File: config.mk
export PLATFORM = sky130hd
export DESIGN_NAME = snes_pad_responder
export DESIGN_NICKNAME = d
export VERILOG_FILES = /design/src/rtl/snes_pad_responder.sv
export SDC_FILE = /design/constraint.sdc
export NUM_CORES = 1
export LEC_CHECK = 0
export BUFFER_PORTS_ARGS = -buffer_cell sky130_fd_sc_hd__buf_2
export CORE_MARGIN = 8
export CORE_UTILIZATION = 42
export CTS_CLUSTER_SIZE = 8
export DETAILED_ROUTE_END_ITERATION = 8
export GPL_ROUTABILITY_DRIVEN = 0
export SETUP_SLACK_MARGIN = 0.05
export SLEW_MARGIN = 0
export SYNTH_ARGS = -nofsm -noshare
export SYNTH_HDL_FRONTEND = slang
export SYNTH_SLANG_ARGS = --single-unit
export TNS_END_PERCENT = 20
File: constraint.sdc
create_clock -name i_clock -period 3.6 [get_ports i_clock]
set_clock_uncertainty 0.1 [all_clocks]
set_input_delay 0.18 -clock i_clock [delete_from_list [all_inputs] [get_ports i_clock]]
set_output_delay 0.18 -clock i_clock [all_outputs]
set_load 0.02 [all_outputs]
File: src/rtl/snes_pad_responder.sv
`default_nettype none
// ============================================================================
//  Module      : snes_pad_responder
//  Description : Device-side SNES controller emulator. Answers the host's
//                data_latch / data_clock strobes and drives serial_data,
//                one button bit per data_clock rising edge (bit0 first).
//                Host strobes are asynchronous and are synchronized here.
//  Revision    : 1.0 - initial release
// ----------------------------------------------------------------------------
//  Ports
//    i_clock        system clock
//    i_reset        asynchronous active-high reset
//    i_data_latch   host latch strobe (async, active high)
//    i_data_clock   host shift clock (async, idles high)
//    i_buttons      parallel button state, active low, bit0 sent first
//    i_turbo_mask   per-button autofire enable (turbo builds only)
//    o_serial_data  serial button bit to host, 0 = pressed
//    o_busy         high while loading or shifting a frame
//    o_bit_count    bits shifted in the current frame, 0..FRAME_BITS
//    o_frame_done   one-cycle pulse when the frame completes
//    o_overrun      one-cycle pulse when latch rises mid-frame
//    o_timeout      one-cycle pulse when the shift timeout expires
//  Optional feature
//    SNES_PAD_TURBO_EN : define to enable turbo (autofire) masking on load.
// ============================================================================
module snes_pad_responder #(
  parameter int SYNC_STAGES    = 2,
  parameter int FRAME_BITS     = 16,
  parameter int TIMEOUT_CYCLES = 4096,
  parameter int TURBO_DIV      = 4
) (
  input  logic        i_clock,
  input  logic        i_reset,
  input  logic        i_data_latch,
  input  logic        i_data_clock,
  output logic        o_serial_data,
  input  logic [15:0] i_buttons,
  input  logic [15:0] i_turbo_mask,
  output logic        o_busy,
  output logic [4:0]  o_bit_count,
  output logic        o_frame_done,
  output logic        o_overrun,
  output logic        o_timeout
);

  localparam int              c_TMR_W      = $clog2(TIMEOUT_CYCLES + 1);
  localparam logic [4:0]      c_FRAME_BITS = 5'(FRAME_BITS);
  localparam logic [c_TMR_W-1:0] c_TMO     = c_TMR_W'(TIMEOUT_CYCLES);

  typedef enum logic [1:0] {
    S_IDLE  = 2'd0,
    S_LOAD  = 2'd1,
    S_SHIFT = 2'd2,
    S_DONE  = 2'd3
  } state_t;

  // --------------------------------------------------------------------------
  // Synchronizers and edge detection
  // --------------------------------------------------------------------------
  logic [SYNC_STAGES-1:0] r_latch_sync;
  logic [SYNC_STAGES-1:0] r_clk_sync;
  logic                   r_latch_q;
  logic                   r_clk_q;
  logic                   w_latch_s;
  logic                   w_clk_s;
  logic                   w_latch_rise;
  logic                   w_latch_fall;
  logic                   w_clk_rise;

  always_ff @(posedge i_clock or posedge i_reset) begin
    if (i_reset) begin
      r_latch_sync <= '0;
      r_clk_sync   <= '1;   // data_clock idles high
      r_latch_q    <= 1'b0;
      r_clk_q      <= 1'b1;
    end else begin
      r_latch_sync <= {r_latch_sync[SYNC_STAGES-2:0], i_data_latch};
      r_clk_sync   <= {r_clk_sync[SYNC_STAGES-2:0], i_data_clock};
      r_latch_q    <= w_latch_s;
      r_clk_q      <= w_clk_s;
    end
  end

  assign w_latch_s    = r_latch_sync[SYNC_STAGES-1];
  assign w_clk_s      = r_clk_sync[SYNC_STAGES-1];
  assign w_latch_rise = w_latch_s & ~r_latch_q;
  assign w_latch_fall = ~w_latch_s & r_latch_q;
  assign w_clk_rise   = w_clk_s & ~r_clk_q;

  // --------------------------------------------------------------------------
  // Value loaded into the shift register while in LOAD
  // --------------------------------------------------------------------------
  logic [15:0] w_load_val;

`ifdef SNES_PAD_TURBO_EN
  localparam int                  c_TDIV_W    = $clog2(TURBO_DIV + 1);
  localparam logic [c_TDIV_W-1:0] c_TDIV_LAST = c_TDIV_W'(TURBO_DIV - 1);

  logic [c_TDIV_W-1:0] r_frame_cnt;
  logic                r_phase;

  always_ff @(posedge i_clock or posedge i_reset) begin
    if (i_reset) begin
      r_frame_cnt <= '0;
      r_phase     <= 1'b0;
    end else if (w_latch_fall) begin
      if (r_frame_cnt == c_TDIV_LAST) begin
        r_frame_cnt <= '0;
        r_phase     <= ~r_phase;
      end else begin
        r_frame_cnt <= r_frame_cnt + c_TDIV_W'(1);
      end
    end
  end

  // A pressed (0) turbo button is forced to released (1) during phase 1.
  assign w_load_val = i_buttons | (i_turbo_mask & {16{r_phase}});
`else
  logic w_unused_turbo;
  assign w_unused_turbo = ^i_turbo_mask;
  assign w_load_val     = i_buttons;
`endif

  // --------------------------------------------------------------------------
  // Frame state machine
  // --------------------------------------------------------------------------
  state_t               r_state;
  state_t               w_state_n;
  logic [15:0]          r_shreg;
  logic [15:0]          w_shreg_n;
  logic [4:0]           r_cnt;
  logic [4:0]           w_cnt_n;
  logic [4:0]           w_cnt_inc;
  logic [c_TMR_W-1:0]   r_tmr;
  logic [c_TMR_W-1:0]   w_tmr_n;
  logic [c_TMR_W-1:0]   w_tmr_inc;
  logic                 r_sdata;
  logic                 w_sdata_n;
  logic                 r_frame_done;
  logic                 w_frame_done_n;
  logic                 r_overrun;
  logic                 w_overrun_n;
  logic                 r_timeout;
  logic                 w_timeout_n;

  assign w_cnt_inc = r_cnt + 5'd1;
  assign w_tmr_inc = r_tmr + c_TMR_W'(1);

  always_ff @(posedge i_clock or posedge i_reset) begin
    if (i_reset) begin
      r_state      <= S_IDLE;
      r_shreg      <= 16'hFFFF;
      r_cnt        <= 5'd0;
      r_tmr        <= '0;
      r_sdata      <= 1'b1;
      r_frame_done <= 1'b0;
      r_overrun    <= 1'b0;
      r_timeout    <= 1'b0;
    end else begin
      r_state      <= w_state_n;
      r_shreg      <= w_shreg_n;
      r_cnt        <= w_cnt_n;
      r_tmr        <= w_tmr_n;
      r_sdata      <= w_sdata_n;
      r_frame_done <= w_frame_done_n;
      r_overrun    <= w_overrun_n;
      r_timeout    <= w_timeout_n;
    end
  end

  always_comb begin
    w_state_n      = r_state;
    w_shreg_n      = r_shreg;
    w_cnt_n        = r_cnt;
    w_tmr_n        = r_tmr;
    w_frame_done_n = 1'b0;
    w_overrun_n    = 1'b0;
    w_timeout_n    = 1'b0;

    case (r_state)
      S_IDLE: begin
        if (w_latch_rise) begin
          w_state_n = S_LOAD;
          w_cnt_n   = 5'd0;
        end
      end

      // Buttons are tracked every cycle, including the latch-fall cycle, so
      // the frame carries the state seen at the moment of the fall. Any
      // clock edge coinciding with the fall is deliberately dropped.
      S_LOAD: begin
        w_shreg_n = w_load_val;
        w_cnt_n   = 5'd0;
        w_tmr_n   = '0;
        if (w_latch_fall) begin
          w_state_n = S_SHIFT;
        end
      end

      // Latch has priority over a simultaneous clock edge.
      S_SHIFT: begin
        if (w_latch_rise) begin
          w_overrun_n = 1'b1;
          w_state_n   = S_LOAD;
          w_cnt_n     = 5'd0;
        end else if (w_clk_rise) begin
          w_shreg_n = {1'b0, r_shreg[15:1]};
          w_cnt_n   = w_cnt_inc;
          w_tmr_n   = '0;
          if (w_cnt_inc == c_FRAME_BITS) begin
            w_frame_done_n = 1'b1;
            w_state_n      = S_DONE;
          end
        end else begin
          w_tmr_n = w_tmr_inc;
          if (w_tmr_inc == c_TMO) begin
            w_timeout_n = 1'b1;
            w_state_n   = S_IDLE;
            w_shreg_n   = 16'hFFFF;
            w_cnt_n     = 5'd0;
            w_tmr_n     = '0;
          end
        end
      end

      // bit_count holds at FRAME_BITS; extra clocks are ignored.
      S_DONE: begin
        if (w_latch_rise) begin
          w_state_n = S_LOAD;
          w_cnt_n   = 5'd0;
        end
      end

      default: begin
        w_state_n = S_IDLE;
        w_shreg_n = 16'hFFFF;
        w_cnt_n   = 5'd0;
        w_tmr_n   = '0;
      end
    endcase

    // Fill bits after the frame read as pressed, like a genuine pad.
    w_sdata_n = (w_state_n == S_DONE) ? 1'b0 : w_shreg_n[0];
  end

  assign o_serial_data = r_sdata;
  assign o_busy        = (r_state == S_LOAD) || (r_state == S_SHIFT);
  assign o_bit_count   = r_cnt;
  assign o_frame_done  = r_frame_done;
  assign o_overrun     = r_overrun;
  assign o_timeout     = r_timeout;

endmodule
`default_nettype wire

==> metrics list, run 1 <==
- Net switching is 36.3% of the power.
- The core region is 0.00628 mm^2.
- Layout cell share with drive strength beyond 1: 28.9%
- After synthesis, the largest family of logic cells by area is compound AO/OA/AOI/OAI gates.
- STA classifies the critical path startpoint as a register.
- Proportion of register bits with asynchronous set or reset after synthesis: 100%
- P_int: 1.13 mW
- Share of cell area taken by muxes after synthesis: between 7 and 8%
- Detailed-route wire length: 5.87 mm
- Leak: about 1.3 nW
- Part of the power in the clock network: 21.5%
- Hold-fix buffers at CTS: 2
* Worst slack, placed: 0.564 ns
- Worst min-delay path class: input pin to async pin
- Detailed Route Iter0 Violations: 96
* Area growth from synthesis to layout: 10.5%
- TritonCTS built the clock tree.
* Top FF cell, synth: sky130_fd_sc_hd__dfrtp_1
- The most numerous cell type found on the critical path is sky130_fd_sc_hd__nor4_2.
- The share of total power dissipated in combinational logic is a little under two fifths.
- The final-report hold violation count came to 11.
- Summing over every cut layer, the via total after detailed routing is 2,116.
* Util after Layout: a little under half
- The die covers slightly above 0.009 mm^2.
- Number of enable-type register cells in the synthesized netlist: 0
* Buffer cell driving the clock tree root: sky130_fd_sc_hd__clkbuf_8
- Gr ovfl total: 0
* Post-Syn Instances: 269
- Based on the critical path, the design can be clocked at up to 330 MHz.
- STA classifies the critical path endpoint as a register.
- Antenna violations before repair: 0
- Maximum capacitance violations: 0
* Max IR drop VDD: 0.000313 V
* Failing checks: negative hold slack
* Insertion delay of the later-clocked pin in the worst-skew pair: 0.31 ns
- Simple-gate area share of the yosys netlist: 19.2%
- Highest-delay cell along the critical path: sky130_fd_sc_hd__nor4_2
- Cell type group with the largest total delay on the critical path: simple AND/OR/NAND/NOR gates
- In this run the vertical extent of the chip is 96.3 um.
* Placed Cells: 361
- Subtracting the final worst setup slack from the clock period gives 3.03 ns.
- Final critical-path share of the clock period: 84.3%
- Antenna fix cells: 0
* Number of cell rows: 29
- All-Layer GR Usage: between 10% and 20%
- DRC Markers: 0
- After clock tree synthesis, the setup repair step added 0 buffers.
* Post-synthesis share of cell area spent on full adders, half adders and majority gates: under 10%
- A synthesized cell averages between 10 and 15 um^2.
- At the worst endpoint, the required time is about 3.8 ns.
* Critical path type: register to register
- Distinct cell type count of the synthesized netlist: 58
- Setup violations remaining at the end of the flow were counted as 0.
* Final non-filler cell area: 0.00299 mm^2
- First-pass detailed-route iteration total: 6
- By area the synthesized netlist is led by sky130_fd_sc_hd__dfrtp_1 24%, sky130_fd_sc_hd__dfstp_2 19%, sky130_fd_sc_hd__mux2_4 5.0%, sky130_fd_sc_hd__nand3_1 4.8%, sky130_fd_sc_hd__nand2_1 4.3%.
- The wire-length estimate of the detail-placed layout is 3.87 mm.
* Library cell with the largest summed area after synthesis: sky130_fd_sc_hd__dfrtp_1
- Traced cell by cell, the critical path runs through ha_1, nand4_2, nor4_2, o2111ai_2, nor4_2, o21bai_1, mux2_4.
* Top Ports: 46
- Number of max-slew violations in the final report: 0
* X dimension of the die: about 96 um
- Worst-case headroom to the max-slew limit: 20.3%
- First-pass GRT wire length: just under 10 mm
* Signal arrival time at the worst endpoint: 3.18 ns
- Counting the fill cells in the layout gives 604.
- Area fraction in compound gates after synthesis: 21.1%
* Number of buffers created by CTS: 5
- Number of standard cells in the final layout excluding fillers: approximately 370
* Antenna Violating Nets Remaining: 0
* Post-Synth XOR/XNOR Area: 0.970%
* Sequential fraction of the synthesis area: 43.4%
- Setup repair after global routing left no endpoint under its margin.
- Entering global routing, the biggest net connects 47 pins.
- In this run the deepest clock path goes through 2 buffers.
* Post-DP Area: 0.00286 mm^2
- Using the TritonRoute via totals, the vias-per-cell ratio works out to approximately 5.7.
* Aggregate negative setup slack: 0 ns
- In this run, flip-flops and latches consume 41.4% of the power.
- CP Buf/Inv Count: 0
- Synthesis inferred 46 register bits.
* Power per Cell Area: 595 mW/mm^2
- Synth Warn #: 0
* Syn_nets: between 300 and 400
- At the pin with the least slew margin, the transition time is about 1.2 ns.
- Overall power: 1.78 mW
- Via count of the first global-routing pass: a little over 2,000
* Area of the mapped netlist: 0.00271 mm^2
- H-tree levels: 2
* Switch Pwr: between 0.6 and 0.7 mW
- Max incr delay on CP: about 1.0 ns
- Routed wire per std cell: roughly 16 um
* Worst Setup Slack, final: 0.567 ns
- The count of buffers added on input and output ports is 29.
- Hold slack: -0.0141 ns
- The synthesized design devotes to its leading area cell type roughly 24% of total area.
- For this configuration, the core starts out at a cell density of 43.2%.
- Of all nets on the critical path, the largest fanout is 15.
- The flow ran to the end, but the final reports show violations.
- After clock tree synthesis, the clock-pin slew on the worst setup and hold paths is 0.09 ns.
- After the last flow step, the layout net total stands at 333.
* Number of clock sinks seen by CTS: 46
- Post-CTS Resized: 0
layout by cell type, fill, tap and decap left out, drive strengths merged, types with 3 or more instances in the layout:
master / netlist / routed
a21oi: 5 / 5
a22oi: 14 / 14
a31oi: 4 / 4
and3: 3 / 3
buf: 9 / 33
clkbuf: 9 / 8
dfrtp: 26 / 26
dfstp: 20 / 20
ha: 4 / 4
inv: 9 / 9
mux2: 14 / 14
nand2: 31 / 31
nand3: 26 / 26
nand4: 3 / 3
nor2: 10 / 10
nor2b: 5 / 5
nor3: 5 / 5
nor4: 5 / 5
o21ai: 7 / 7
o21bai: 14 / 14
o311ai: 7 / 7
o31a: 3 / 3
or3: 6 / 6
logic make-up after synthesis:
logic type,Yosys count
AOI/OAI and AO/OA,73
xor gates and xnor gates,3
DFF,46
adders and majority gates,4
buffers and inverters,27
and+or+nand+nor,100
muxes,16
synthesized netlist by cell type (2+ instances only):
cell and count:
sky130_fd_sc_hd__clkbuf_1 9, sky130_fd_sc_hd__nor3_1 4, sky130_fd_sc_hd__buf_4 5, sky130_fd_sc_hd__nor4_2 2, sky130_fd_sc_hd__a21o_1 2, sky130_fd_sc_hd__o2bb2ai_1 2
sky130_fd_sc_hd__mux2i_1 2, sky130_fd_sc_hd__mux2_2 5, sky130_fd_sc_hd__nor2b_1 5, sky130_fd_sc_hd__inv_1 9, sky130_fd_sc_hd__or3_1 5, sky130_fd_sc_hd__o311ai_0 6
sky130_fd_sc_hd__and3_1 3, sky130_fd_sc_hd__nand3_1 26, sky130_fd_sc_hd__o21bai_1 14, sky130_fd_sc_hd__a22o_1 2, sky130_fd_sc_hd__nand2b_1 2, sky130_fd_sc_hd__nor2_1 10
sky130_fd_sc_hd__a31oi_1 3, sky130_fd_sc_hd__nand4_1 2, sky130_fd_sc_hd__xnor2_1 2, sky130_fd_sc_hd__buf_6 2, sky130_fd_sc_hd__a22oi_1 14, sky130_fd_sc_hd__o31ai_1 2
sky130_fd_sc_hd__dfrtp_1 26, sky130_fd_sc_hd__o31a_1 3, sky130_fd_sc_hd__ha_1 4, sky130_fd_sc_hd__nand2_1 31, sky130_fd_sc_hd__dfstp_2 20, sky130_fd_sc_hd__nor4_1 3
sky130_fd_sc_hd__a21oi_1 5, sky130_fd_sc_hd__mux2_4 9, sky130_fd_sc_hd__o21ai_0 5
worst register-to-register path, cell delays in order, from the launching register on:
cell and delay [ns]:
sky130_fd_sc_hd__dfrtp_1 0.45, sky130_fd_sc_hd__ha_1 0.34, sky130_fd_sc_hd__nand4_2 0.18, sky130_fd_sc_hd__nor4_2 0.27
sky130_fd_sc_hd__o2111ai_2 0.20, sky130_fd_sc_hd__nor4_2 1.04, sky130_fd_sc_hd__o21bai_1 0.24, sky130_fd_sc_hd__mux2_4 0.16
power by group through the flow:
stage	sequential (mW)	combinational, mW	clock, mW
final	0.738	0.661	0.382
after global routing	0.751	0.727	0.408
after CTS	0.737	0.670	0.388
after detailed placement	0.743	0.663	0
after global placement	0.740	0.657	0
after floorplan	0.730	0.533	0
flip-flops by register name (all words and copies together), names as in the netlist:
register and flops:
o_bit_count 5, o_serial_data 1, o_frame_done 1, r_shreg 16
r_latch_sync 2, r_state 2, r_clk_q 1, o_overrun 1
r_tmr 13, r_clk_sync 2, o_timeout 1, r_latch_q 1
final timing paths:
| kind | startpoint | end | slack (ns) | cells past startpoint |
|---|---|---|---|---|
| min in group i_clock | i_buttons[15] | r_shreg[15] | 0.07 | 3 |
| max in group asynchronous | i_reset | r_tmr[4] | 2.82 | 2 |
| worst max-delay path | r_tmr[0] | r_shreg[7] | 0.57 | 7 |
| worst min-delay path | i_reset | r_latch_q | -0.01 | 2 |
| worst max register to register | r_tmr[0] | r_shreg[7] | 0.57 | 7 |
| worst min register to register | r_clk_sync[0] | r_clk_sync[1] | 0.26 | 0 |
per-layer routing:
layer	vias to the layer above	global-route usage (%)	routed length (um)
li1	1058	-	-
met1	1013	17.8	2800
met2	40	21.4	2720
met3	5	3.35	278
met4	0	4.16	74
met5	-	0	0
area by class of cell:
| class | count | area [um^2] | share of cell area [%] |
|---|---|---|---|
| Tap cell | 77 | 96.3 | 3.22 |
| Inverter | 9 | 33.8 | 1.13 |
| Sequential cell | 46 | 1180 | 39.3 |
| Multi-Input combinational cell | 196 | 1380 | 46.1 |
| Clock buffer | 8 | 111 | 3.72 |
| Timing Repair Buffer | 35 | 195 | 6.52 |
(Power assumes the default switching activity.)
==> run 2: changes to the inputs <==
==> constraint.sdc (replaced) <==
create_clock -name i_clock -period 2.6 [get_ports i_clock]
set_clock_uncertainty 0.1 [all_clocks]
set_input_delay 0.13 -clock i_clock [delete_from_list [all_inputs] [get_ports i_clock]]
set_output_delay 0.13 -clock i_clock [all_outputs]
set_load 0.02 [all_outputs]
==> metrics list, run 2 (synthesized netlist as in run 1, its figures left out) <==
- The largest individual stage delay along the critical path comes from the cell sky130_fd_sc_hd__dfrtp_1.
* Layout cell share with drive strength beyond 1: 34.5%
- Setup violations remaining at the end of the flow were counted as 0.
- Worst min-delay path class: input pin to register
* All-Layer GR Usage: 13.7%
- Entering global routing, the biggest net connects between 40 and 50 pins.
* Power per Cell Area: approximately 790 mW/mm^2
- The number of placed instances, taps included, is 379.
- Area of the multi-input gates: 0.00139 mm^2
* Placed wire-length estimate: 4.29 mm
* Antenna fix cells: 0
* Number of clock sinks seen by CTS: 46
- The worst path needs between 2 and 2.5 ns of the cycle, external delays included.
* Number of cell rows: 29
- Gr ovfl total: 0
* Max incr delay on CP: 0.42 ns
- The worst register-to-register path ends at r_shreg[10].
- Largest fanout on the critical path: 15
- In the routed design, unresolved DRC markers number 0.
- The number of clock buffers added by TritonCTS is 5.
* Die height: 96.3 um
* Origin of the critical flop-to-flop path: r_tmr[3]
- Measured in cells, the most critical reg-to-reg path has a length of 8.
* Cell type group with the largest total delay on the critical path: simple AND/OR/NAND/NOR gates
* Worst-case headroom to the max-slew limit: between 30 and 40%
- CP startpoint kind: register
* Die outline area: 0.00928 mm^2
- Timing would allow up to 405 MHz.
- Hold endpoint: r_shreg[15]
- The worst setup path is captured at a register.
- Area growth from synthesis to layout: 16.1%
- At the end of the flow, the number of nets in the layout was 352.
- CP Buf/Inv Count: 2
- Clk buf depth: 2
- Across the run, the number of max-cap violations was 0.
- First-pass detailed-route iteration total: 4
- Once detail routing completed, the nets flagged for antenna violations numbered 0.
- Final non-filler cell area: about 0.0031 mm^2
* Core area: 0.00628 mm^2
- Commonest cells after routing, fill and taps aside: 31 x sky130_fd_sc_hd__nand2_1, 29 x sky130_fd_sc_hd__buf_2, 26 x sky130_fd_sc_hd__nand3_1
- Top Ports: 46
* Sequential cell area: 0.00118 mm^2
- The final count of pins violating max slew is 0.
* Slew at the pin with the worst max-slew slack: 0.902 ns
* Required time of the worst setup path: between 2 and 3 ns
- The worst hold path was traced through 3 stages.
- Vias post-DR: 2,175
* Critical path type: register to register
* Max IR drop VDD: 0.000473 V
* Routed wire per std cell: 15.5 um
* Insertion delay of the later-clocked pin in the worst-skew pair: 0.31 ns
- Fill cells in the final layout number 629.
* Antenna violations before repair: 0
- Number of flip-flops in the largest register: 16
* Via-to-Cell Ratio: 5.58
- The count of buffers added on input and output ports is 29.
* Most frequent standard cell in the layout excluding fill and tap cells: sky130_fd_sc_hd__nand2_1
- Once layout is complete, the utilization of the core stands at roughly half.
- Detailed Route Iter0 Violations: 102
- TritonCTS built the clock tree.
- The first global-routing pass estimated 9.98 mm of wire.
* X dimension of the die: 96.3 um
* Via count of the first global-routing pass: 2,180
* Initial cell density of the core: between 40% and 50%
* Buffer cell driving the clock tree root: sky130_fd_sc_hd__clkbuf_8
* Register clock-pin slew on the reported worst setup and hold paths: 0.10 ns
- Number of standard cells in the final layout excluding fillers: 390
- Aggregate negative setup slack: 0 ns
- The critical path goes through buf_4, nor4_1, o2bb2ai_1, o2111ai_2, or3_4, o21ai_4, buf_12, mux2_2.
* HP Start: i_buttons[15]
- Power comes to roughly 2.5 mW.
- Endpoints failing hold: 0
* RSZ-0062 raised after global routing: false
- Summed over all layers, the routed wires come to just over 6 mm.
- Slack of the worst reg-to-reg path: 0.13 ns
- Post-DP Area: 0.00301 mm^2
- Signal arrival time at the worst endpoint: 2.60 ns
- Leak: between 1 and 1.5 nW
* Largest reg by FF count: r_shreg
* Final critical-path share of the clock period: 95.0%
* H-tree levels: 2
- Result of the run: finished clean
[run 2: cell count changes in the layout (fill, tap and decap cells not counted), sizes merged]
cell / previous run / this run
inv: 9 / 10
dlygate4sd3: 2 / 3
clkbuf: 8 / 5
clkinv: 0 / 2
buf: 33 / 51
[run 2: worst register-to-register path: stages, from the launching register on]
cell and delay [ns]:
sky130_fd_sc_hd__dfrtp_1 0.42, sky130_fd_sc_hd__buf_4 0.16, sky130_fd_sc_hd__nor4_1 0.32, sky130_fd_sc_hd__o2bb2ai_1 0.18, sky130_fd_sc_hd__o2111ai_2 0.14, sky130_fd_sc_hd__or3_4 0.41, sky130_fd_sc_hd__o21ai_4 0.15, sky130_fd_sc_hd__buf_12 0.18
sky130_fd_sc_hd__mux2_2 0.35
[run 2: cell type report]
type,count,area share [%]
clock buffer,5,2.19
clock inverter,3,0.636
inverter,9,1.07
multi-input combinational,196,44.3
sequential,46,37.5
tap,77,3.06
timing repair buffer,54,11.2
[run 2: routing by layer]
metal | GRT usage (%) | share of wire (%) | vias to the layer above
met2 | 21.9 | 46 | 24
met4 | 4.92 | 1.4 | 0
met5 | 0 | 0 | -
li1 | - | - | 1090
met1 | 17.6 | 49 | 1055
met3 | 3.28 | 3.1 | 6
[run 2: how the worst max path moves through the flow]
stage | from | endpoint | slack (ns) | cells after the start
4_1_cts | r_tmr[1] | r_shreg[10] | 0.08 | 8
6_report | r_tmr[3] | r_shreg[10] | 0.13 | 8
5_1_grt | r_tmr[0] | r_shreg[10] | 0.05 | 8
2_1_floorplan | r_tmr[0] | r_shreg[14] | 0.05 | 8
3_5_place_dp | r_tmr[1] | r_shreg[10] | 0.03 | 8
3_3_place_gp | r_tmr[1] | r_shreg[11] | 0.07 | 8
[run 2: metrics by stage]
step	worst slack [ns]	hold WS, ns
6_report	0.131	0.0130
3_3_place_gp	0.0671	0.136
3_5_place_dp	0.0292	0.137
5_1_grt	0.0455	0.0147
4_1_cts	0.0843	0.00270
2_1_floorplan	0.0529	0.0345
[run 2: power by group]
part / total (mW) / switching [mW] / internal, mW
Sequential: 1.02 / 0.0951 / 0.927
Clock: 0.450 / 0.260 / 0.190
Combinational: 1.01 / 0.566 / 0.443
[run 2: repair_timing]
item,in CTS,in global routing
pin swaps,0,1
hold endpoints to repair,28,0
hold buffers,3,0
endpoints found under the setup margin,6,6
resized for setup,1,5
setup buffers,0,0
==> run 3: changes to the inputs <==
--- a/config.mk
+++ b/config.mk
@@ -5,12 +5,14 @@
 export SDC_FILE = /design/constraint.sdc
 export NUM_CORES = 1
 export LEC_CHECK = 0
+export ABC_AREA = 1
 export BUFFER_PORTS_ARGS = -buffer_cell sky130_fd_sc_hd__buf_2
 export CORE_MARGIN = 8
 export CORE_UTILIZATION = 42
 export CTS_CLUSTER_SIZE = 8
 export DETAILED_ROUTE_END_ITERATION = 8
 export GPL_ROUTABILITY_DRIVEN = 0
+export PLACE_DENSITY = 0.65
 export SETUP_SLACK_MARGIN = 0.05
 export SLEW_MARGIN = 0
 export SYNTH_ARGS = -nofsm -noshare
==> metrics list, run 3 <==
* Number of max-slew violations in the final report: 0
* Layout cell share with drive strength beyond 1: 22.0%
- Global routing used approximately 14% of the available tracks.
- The synthesized design devotes to its leading area cell type 25.8% of total area.
- The die is 93.5 um wide.
- In this run the number of H-tree levels came out at 2.
- Port buffering added 29 buffers.
* Via count of the first global-routing pass: 2,075
* Mean post-synth cell area: 7.73 um^2
- Result of the run: finished clean
- In the synthesized netlist the dominant register cell turns out to be sky130_fd_sc_hd__dfrtp_1.
* Buffer cell driving the clock tree root: sky130_fd_sc_hd__clkbuf_8
- The routed layout has 2,180 vias.
- TritonCTS built the clock tree.
- Number of nets in the layout: between 400 and 500
* Hold slack: 0.0223 ns
- Antenna violations before repair: 0
* Number of enable-type register cells in the synthesized netlist: 0
* Proportion of register bits with asynchronous set or reset after synthesis: 100%
* Power per Cell Area: between 800 and 900 mW/mm^2
- Max Clock Freq: 433 MHz
- First-pass GRT wire length: 9.60 mm
* Worst-case headroom to the max-slew limit: 49.0%
- Antenna Violating Nets Remaining: 0
* Minimum clock period after layout: 2.31 ns
* Signal arrival time at the worst endpoint: 2.45 ns
* CP Buf/Inv Count: 0
* Detailed-route wire length: 5.67 mm
- For this run, the number of Yosys warnings is 0.
- After synthesis, flip-flops and latches occupy between 40% and 50% of the total area.
* Maximum capacitance violations: 0
- Distinct cell type count of the synthesized netlist: 33
* Leak: approximately 1.5 nW
* Max incr delay on CP: 0.42 ns
* RSZ-0062 raised after global routing: false
- Number of buffers created by CTS: 5
- Core area: 0.00585 mm^2
- Top Ports: between 40 and 50
* Max IR drop VDD: 0.000556 V
* CP startpoint kind: register
* Cell type group with the largest total delay on the critical path: simple AND/OR/NAND/NOR gates
* Synth cell count leaders: 130 x sky130_fd_sc_hd__nand2_1, 30 x sky130_fd_sc_hd__inv_1, 27 x sky130_fd_sc_hd__nand3_1, 26 x sky130_fd_sc_hd__dfrtp_1, 20 x sky130_fd_sc_hd__dfstp_2
- Worst slack, placed: 0.290 ns
- Largest cells by area after synthesis: sky130_fd_sc_hd__dfrtp_1 26%, sky130_fd_sc_hd__dfstp_2 21%, sky130_fd_sc_hd__nand2_1 19%, sky130_fd_sc_hd__nand3_1 5.4%, sky130_fd_sc_hd__inv_1 4.5%
- Number of clock sinks seen by CTS: 46
- The number of nets handed over by synthesis was 366.
- Insertion delay of the later-clocked pin in the worst-skew pair: about 0.3 ns
- Count leader, synth: sky130_fd_sc_hd__nand2_1
- Dividing the final minimum period by the clock period gives approximately 89%.
* Placed wire-length estimate: roughly 4 mm
- Of all nets on the critical path, the largest fanout is 15.
* Required time of the worst setup path: 2.74 ns
- The synthesized netlist occupies a cell area of 0.00252 mm^2.
- Most frequent standard cell in the layout excluding fill and tap cells: sky130_fd_sc_hd__nand2_1
* First-pass detailed-route iteration total: 4
* Number of cell rows: 28
- The min-delay analysis places its worst path in the category input pin to register.
- Among all stages on the critical path, the largest delay is contributed by sky130_fd_sc_hd__dfrtp_1.
- Overall power: roughly 2.5 mW
- After detailed routing, the number of remaining DRC violations is 0.
- Worst Setup Slack, final: 0.289 ns
* Detailed Route Iter0 Violations: 137
* Setup violations, final: 0
* Library cell with the largest summed area after synthesis: sky130_fd_sc_hd__dfrtp_1
* Via-to-Cell Ratio: 4.97
- More flip-flops sit in one register than any other, and that register is r_shreg.
- Counting flops and latches in the post-synthesis netlist gives 46.
- CP Cell Sequence: ha_1, nand2_1, nor2_2, nand3_1, nand2_1, nand2_1, nor3_4, nand2_2, nand3_4, nand2_4, nor2_8, nand2_1, nand2_1
* Category of the worst setup path capture point: register
- Slew at the pin with the worst max-slew slack: 0.763 ns
* Most used cell along the critical path: sky130_fd_sc_hd__nand2_1
- Critical path type: register to register
- After global routing the overflow that remains totals 0.
- Counting every instance in the synthesized netlist gives ~330.
- Register clock-pin slew on the reported worst setup and hold paths: 0.08 ns
- In this run the vertical extent of the chip is a little over 90 um.
- Commonest cells after routing, fill and taps aside: 130 x sky130_fd_sc_hd__nand2_1, 29 x sky130_fd_sc_hd__inv_1, 29 x sky130_fd_sc_hd__buf_2
* Aggregate negative setup slack: 0 ns
* Antenna fix cells: 0
- Initial cell density of the core: 43.1%
- Number of flip-flops in the largest register: 16
- Clk buf depth: 2
- Die outline area: 0.00874 mm^2
- Dividing the detail-routed wire length by the instance count gives about 13 um.
- Endpoints failing hold: 0
* Area growth from synthesis to layout: 15.1%
* Largest net degree at the start of global routing: 38
==> run 3: cell types whose count changed in the layout (fill, tap and decap cells not counted), sizes merged, moves of 5 or more <==
cell / before / now
inv: 10 / 33
nand2: 31 / 137
buf: 51 / 34
o21bai: 14 / 2
or3: 6 / 0
mux2: 14 / 0
nor2: 10 / 22
o311ai: 7 / 0
nor2b: 5 / 0
nor4: 5 / 0
==> run 3: kinds of logic after synthesis <==
group           synth area share (%)
simple gates                    34.6
flops                           46.6
buf+inv                         6.50
compound gates                  9.23
fa+ha+maj                       1.99
xor+xnor                        1.04
==> run 3: layout make-up <==
type	count	area [um^2]
Fill cell	560	2950
Multi-Input combinational cell	240	1180
Sequential cell	46	1180
Timing Repair Buffer	37	213
Inverter	33	124
Clock buffer	8	111
Tap cell	75	93.8
==> run 3: where the power goes <==
part / switching, mW / internal, mW
clock network: 0.242 / 0.275
registers: 0.0986 / 0.969
logic: 0.670 / 0.281
total: 1.01 / 1.53
==> run 3: layer usage <==
metal / global-route usage [%] / part of all wire, % / up-vias
li1: - / - / 1124
met1: 17.7 / 48 / 1011
met2: 20.9 / 46 / 39
met3: 3.61 / 4.5 / 6
met4: 4.97 / 1.2 / 0
met5: 0 / 0 / -
==> run 3: worst min-delay path, delay by kind of cell <==
kind / cells / cell delay, ns
and+or+nand+nor: 4 / 0.19
buffers and inverters: 1 / 0.10
==> run 3: worst paths after layout <==
kind	start	endpoint	slack, ns	cells after the start
max	r_tmr[0]	r_shreg[14]	0.29	13
min	i_buttons[15]	r_shreg[15]	0.02	5
max reg2reg	r_tmr[0]	r_shreg[14]	0.29	13
min reg2reg	r_latch_sync[0]	r_latch_sync[1]	0.25	0
max in group asynchronous	i_reset	r_shreg[8]	1.27	4
min in group asynchronous	i_reset	o_timeout	0.41	3
==> run 3: per-stage QoR <==
| stage | cells | util (%) | area, um^2 |
|---|---|---|---|
| 2_1_floorplan | 326 | - | 2520 |
| 3_3_place_gp | 428 | 47.1 | 2760 |
| 3_5_place_dp | 428 | 47.1 | 2760 |
| 4_1_cts | 439 | 49.6 | 2900 |
| 5_1_grt | 439 | 49.6 | 2900 |
| 6_report | 439 | 49.6 | 2900 |
==> run 3: timing repair <==
action | CTS | global route
resized for setup | 0 | 1
endpoints found under the setup margin | 0 | 1
hold buffers | 3 | 0
setup buffers | 0 | 0
endpoints found under the hold margin | 28 | 0
